**config.mk**
```make
export PLATFORM = sky130hd
export DESIGN_NAME = snake_dir_ctrl
export DESIGN_NICKNAME = d
export VERILOG_FILES = /design/src/rtl/snake_dir_ctrl.sv
export SDC_FILE = /design/constraint.sdc
export NUM_CORES = 1
export LEC_CHECK = 0
export ABC_CLOCK_PERIOD_IN_PS = 1800
export CORE_ASPECT_RATIO = 0.7
export CORE_UTILIZATION = 50
export DETAILED_ROUTE_END_ITERATION = 6
export MAX_ROUTING_LAYER = met4
export PLACE_DENSITY = 0.81
export SETUP_SLACK_MARGIN = 0.15
export SLEW_MARGIN = 30
export SYNTH_ARGS = -nofsm -noshare
export SYNTH_HDL_FRONTEND = slang
export SYNTH_SLANG_ARGS = --single-unit
```
**constraint.sdc**
```tcl
create_clock -name clk -period 1.8 [get_ports clk]
set_input_delay 0.27 -clock clk [delete_from_list [all_inputs] [get_ports clk]]
set_output_delay 0.27 -clock clk [all_outputs]
set_load 0.02 [all_outputs]
```
**src/rtl/snake_dir_ctrl.sv**
```systemverilog
// Snake direction controller: turns debounced key pulses into a queued movement direction applied once per step.
// Optional macro TURN_QUEUE_EN selects a 2-deep turn FIFO; otherwise a single last-wins pending slot.
module snake_dir_ctrl #(
  parameter logic [23:0] STEP_CNT = 24'd12499999,
  parameter logic [1:0]  INIT_DIR = 2'd1
) (
  input  logic       clk,
  input  logic       rstn,
  input  logic       run,
  input  logic       key_up,
  input  logic       key_right,
  input  logic       key_down,
  input  logic       key_left,
  output logic [1:0] dir,
  output logic       step,
  output logic       key_drop,
  output logic [1:0] q_cnt
);

  localparam int unsigned CNT_W = 24;
  localparam int unsigned DIR_W = 2;
  localparam int unsigned KEY_W = 4;

  logic [CNT_W-1:0] cnt_q, cnt_d;
  logic [DIR_W-1:0] dir_q, dir_d;
  logic [DIR_W-1:0] q0_q, q0_d;
  logic [1:0]       qcnt_q, qcnt_d;
  logic             step_q, step_d;
  logic             drop_q, drop_d;

  logic             step_hit;
  logic             pop;
  logic [KEY_W-1:0] key_vec;
  logic             key_any;
  logic             key_multi;
  logic [DIR_W-1:0] key_sel;
  logic [DIR_W-1:0] ref_dir;
  logic             legal;

`ifdef TURN_QUEUE_EN
  logic [DIR_W-1:0] q1_q, q1_d;
  logic [1:0]       occ_pop;
  logic [DIR_W-1:0] head_pop;
  logic             push;
`endif

  // Step timing, pop, key select and queue update.
  always_comb begin
    step_hit  = run && (cnt_q == STEP_CNT);
    cnt_d     = '0;
    step_d    = step_hit;
    if (run && !step_hit) begin
      cnt_d = cnt_q + CNT_W'(1);
    end

    pop   = step_hit && (qcnt_q != 2'd0);
    dir_d = pop ? q0_q : dir_q;

    key_vec   = {key_up, key_right, key_down, key_left};
    key_any   = |key_vec;
    key_multi = (key_vec & KEY_W'(key_vec - KEY_W'(1))) != '0;
    if (key_up)         key_sel = 2'd0;
    else if (key_right) key_sel = 2'd1;
    else if (key_down)  key_sel = 2'd2;
    else                key_sel = 2'd3;

`ifdef TURN_QUEUE_EN
    occ_pop  = qcnt_q - 2'(pop);
    head_pop = pop ? q1_q : q0_q;
    // Validate against the youngest entry surviving the pop, else the post-pop direction.
    if (occ_pop == 2'd2)      ref_dir = q1_q;
    else if (occ_pop == 2'd1) ref_dir = head_pop;
    else                      ref_dir = dir_d;
    legal  = (key_sel != ref_dir) && (key_sel != (ref_dir ^ 2'd2));
    push   = key_any && legal && (occ_pop != 2'd2);
    q0_d   = head_pop;
    q1_d   = q1_q;
    if (push) begin
      if (occ_pop == 2'd0) q0_d = key_sel;
      else                 q1_d = key_sel;
    end
    qcnt_d = occ_pop + 2'(push);
    drop_d = key_multi || (key_any && !push);
`else
    ref_dir = dir_d;
    legal   = (key_sel != ref_dir) && (key_sel != (ref_dir ^ 2'd2));
    q0_d    = q0_q;
    qcnt_d  = pop ? 2'd0 : qcnt_q;
    if (key_any && legal) begin
      q0_d   = key_sel;
      qcnt_d = 2'd1;
    end
    drop_d = key_multi || (key_any && !legal);
`endif
  end

  always_ff @(posedge clk) begin
    if (!rstn) begin
      cnt_q  <= '0;
      dir_q  <= INIT_DIR;
      q0_q   <= '0;
      qcnt_q <= '0;
      step_q <= 1'b0;
      drop_q <= 1'b0;
    end else begin
      cnt_q  <= cnt_d;
      dir_q  <= dir_d;
      q0_q   <= q0_d;
      qcnt_q <= qcnt_d;
      step_q <= step_d;
      drop_q <= drop_d;
    end
  end

`ifdef TURN_QUEUE_EN
  always_ff @(posedge clk) begin
    if (!rstn) q1_q <= '0;
    else       q1_q <= q1_d;
  end
`endif

  assign dir      = dir_q;
  assign step     = step_q;
  assign key_drop = drop_q;
  assign q_cnt    = qcnt_q;

endmodule

```
==> flow_summary.json <==
{
  "synth_seq_cells": 31,
  "reg2regPathDepth": 8,
  "wire_per_inst_um": 17.75,
  "p_leak_nw": 0.8128,
  "grt_max_degree": 12,
  "clock_latency_ns": 0.29,
  "io_pins": 13,
  "path_max_fanout": 7,
  "reg2reg_slack_ns": -0.12,
  "nNetsFinal": 222,
  "critPathSlowestCell": "or4b_4",
  "netlist_instances": 172,
  "cts_tree": "built",
  "via_per_inst": 5.793,
  "drive_above_1_share_pct": 36.28,
  "drc_errors": 0,
  "grt-ovfl-total": 0,
  "clk_path_buf_depth": 2,
  "hp-class": "flip-flop to flip-flop",
  "worst_pin_slew_ns": 0.5705,
  "drv_cap": 0,
  "rsz0062_at_grt": "yes",
  "drt-pass1-iter-count": 4,
  "hpwl_mm": 2.641,
  "track_usage_pct": 27.68,
  "cts.sinks": 31,
  "detail-route-antenna-nets": 0,
  "power_density_nw_per_um2": 611.2,
  "status": "complete, but fails checks",
  "antenna_cells": 0,
  "path_buf_inv": 3,
  "dieArea_um2": 3201,
  "vias": 1454,
  "wl_mm": 4.454,
  "grt_pass1_wl_mm": 5.954,
  "drtIter0Drc": 96,
  "die_y_um": 47.64,
  "most-common-layout-cells": "25 x dfxtp_1, 22 x buf_4, 15 x nor2_1",
  "cts_root_buf": "clkbuf_8",
  "tns_ns": -2.301,
  "cts_buffers": 5,
  "placed_area_um2": 1842,
  "cp_slowest_stage_delay_ns": 0.53,
  "syn-cell-area_um2": 1488,
  "layoutNonFillerInstCount": 251,
  "path_cells": "or4b_4, nor3_2, nand4_1, buf_4, nand3_4, buf_12, buf_12, nor2_4",
  "grt_pass1_vias": 1309,
  "timing.rr.start": "cnt_q[8]$_SDFF_PN0_",
  "crit_required_ns": 1.97,
  "synth_ff_type": "dfxtp_1",
  "coreArea_um2": 2803,
  "gp_congestion": 0.8595,
  "async_reset_ff_share_pct": 0,
  "worst_clock_skew_ns": 0.01324,
  "synthDistinctLibCells": 35,
  "area_delta_synth_final_pct": 50.29,
  "hold_viol_final": 0,
  "fin_crit_sh_pct": 106.4,
  "clock.fmax_mhz": 522.1,
  "fin_ws_ns": -0.1154,
  "synthesis.nets": 180,
  "clk_pin_slew_ns": 0.07,
  "critPathCaptureType": "flip-flop",
  "layout_commonest_cell": "dfxtp_1",
  "whs_path_depth": 2,
  "port_buffers": 11,
  "crit_top_cell": "buf_12",
  "die_w_um": 67.20,
  "synth_warnings": 0,
  "initial_utilization_pct": 53.08,
  "crit_family": "simple AND/OR/NAND/NOR gates",
  "syn_area_per_cell_um2": 8.649,
  "core.rowCount": 16,
  "finalSetupViolations": 29,
  "peakVddDrop_v": 0.0005006,
  "r2r_end": "cnt_q[16]$_SDFF_PN0_",
  "dp.cells": 235,
  "cp-start-kind": "flip-flop",
  "worst-setup-path-type": "flip-flop to flip-flop",
  "seq_area_frac_synth_pct": 41.72,
  "maxSlewViolCount": 0,
  "fin_crit_ns": 1.915,
  "violations": "setup timing",
  "synth_edf_count": 0,
  "hp-start": "cnt_q[0]$_SDFF_PN0_",
  "fin_area_um2": 2236,
  "grt_antenna_before_repair": 0,
  "slew_headroom_pct": 61.43,
  "min_to": "cnt_q[0]$_SDFF_PN0_",
  "nFillCells": 168,
  "worstPathArrival_ns": 2.08,
  "h-tree-depth": 2
}
per-layer routing:
metal | share of wire [%] | up-vias | global-route usage (%)
li1 | - | 678 | -
met4 | 3.1 | 0 | 15.74
met5 | 0 | - | -
met2 | 50 | 61 | 43.80
met3 | 6.4 | 17 | 5.714
met1 | 41 | 698 | 33.38
layout make-up:
class / instances / area [um2] / area share (%)
multi-input combinational: 131 / 1040 / 46.50
tap: 36 / 45.04 / 2.015
clock buffer: 7 / 76.32 / 3.414
inverter: 5 / 18.77 / 0.8394
clock inverter: 1 / 5.005 / 0.2238
sequential: 31 / 633.1 / 28.32
timing repair buffer: 40 / 417.9 / 18.69
cells by family (layout without fill, tap and decap cells):
kind of cell / after synthesis / in the layout / share of synthesized area, %
compound gates: 13 / 13 / 5.971
simple gates: 90 / 90 / 32.30
other cells: 1 / 1 / 0.2521
fa+ha+maj: 1 / 1 / 0.8409
xor+xnor: 22 / 22 / 12.95
buf+inv: 10 / 53 / 2.944
flops: 31 / 31 / 41.72
mux: 4 / 4 / 3.028
stage by stage:
stage,power [mW],utilization (%),hold WS [ns],worst slack [ns]
after global routing,1.408,79.78,0.5574,-0.1644
after floorplan,0.7598,-,0.3400,0.05494
after CTS,1.339,72.63,0.5336,-0.04625
after detailed placement,0.8032,65.71,0.5086,-0.1318
after global placement,0.7999,65.71,0.4910,-0.02200
final,1.367,79.78,0.5515,-0.1154
what timing repair did:
item                                    in CTS  in global routing
endpoints found under the setup margin      31                 30
buffers inserted                             3                  3
hold buffers                                 0                  0
gates resized for setup                      9                 40
pin swaps                                    1                 19
gates cloned                                 1                  1
how the worst max path moves through the flow:
stage / cells past startpoint / slack, ns / start / to
detailed placement: 6 / -0.13 / run / q0_q[1]$_SDFFE_PN0P_
global placement: 6 / -0.02 / run / q0_q[1]$_SDFFE_PN0P_
floorplan: 7 / 0.05 / cnt_q[0]$_SDFF_PN0_ / cnt_q[20]$_SDFF_PN0_
global route: 7 / -0.16 / cnt_q[1]$_SDFF_PN0_ / q0_q[1]$_SDFFE_PN0P_
CTS: 5 / -0.05 / cnt_q[5]$_SDFF_PN0_ / q0_q[1]$_SDFFE_PN0P_
finish: 8 / -0.12 / cnt_q[8]$_SDFF_PN0_ / cnt_q[16]$_SDFF_PN0_
state kept, by name, summed over array words and instances, names as in the netlist, named ones only:
| name | flops |
|---|---|
| step | 1 |
| dir | 1 |
| cnt_q | 24 |
| key_drop | 1 |
| q0_q | 2 |
| q_cnt | 1 |
power by group:
part / internal [mW] / switching [mW] / leakage (nW) / total, mW
Clock: 0.271 / 0.264 / 0.0422 / 0.535
Combinational: 0.0668 / 0.0685 / 0.516 / 0.135
Sequential: 0.690 / 0.00595 / 0.254 / 0.696
worst reg2reg max path: stages (launching register included):
cell     delay [ns]
dfxtp_4        0.36
or4b_4         0.53
nor3_2         0.18
nand4_1        0.16
buf_4          0.18
nand3_4        0.08
buf_12         0.13
buf_12         0.15
nor2_4         0.04
synth_stat cells, drive strengths merged, types with 2 or more instances:
library cell  count  share of area (%)
a211oi            2                1.3
o21ai             2               0.67
or4b              3                2.0
a21o              2                1.0
nand2            11                2.8
nand4             8                3.8
buf               3                1.2
clkbuf            2               0.50
nand3            10                3.4
nand2b            2               0.84
dfxtp            31                 42
nor4b             4                2.4
nor3              7                2.4
xnor2             9                5.3
xor2             13                7.7
nor2             33                8.3
nor2b             2               0.84
and3              3                1.3
mux2i             3                2.0
inv               5                1.3
and4              3                1.8
a21oi             5                1.7
No activity file was read; power rests on OpenSTA's default activity.
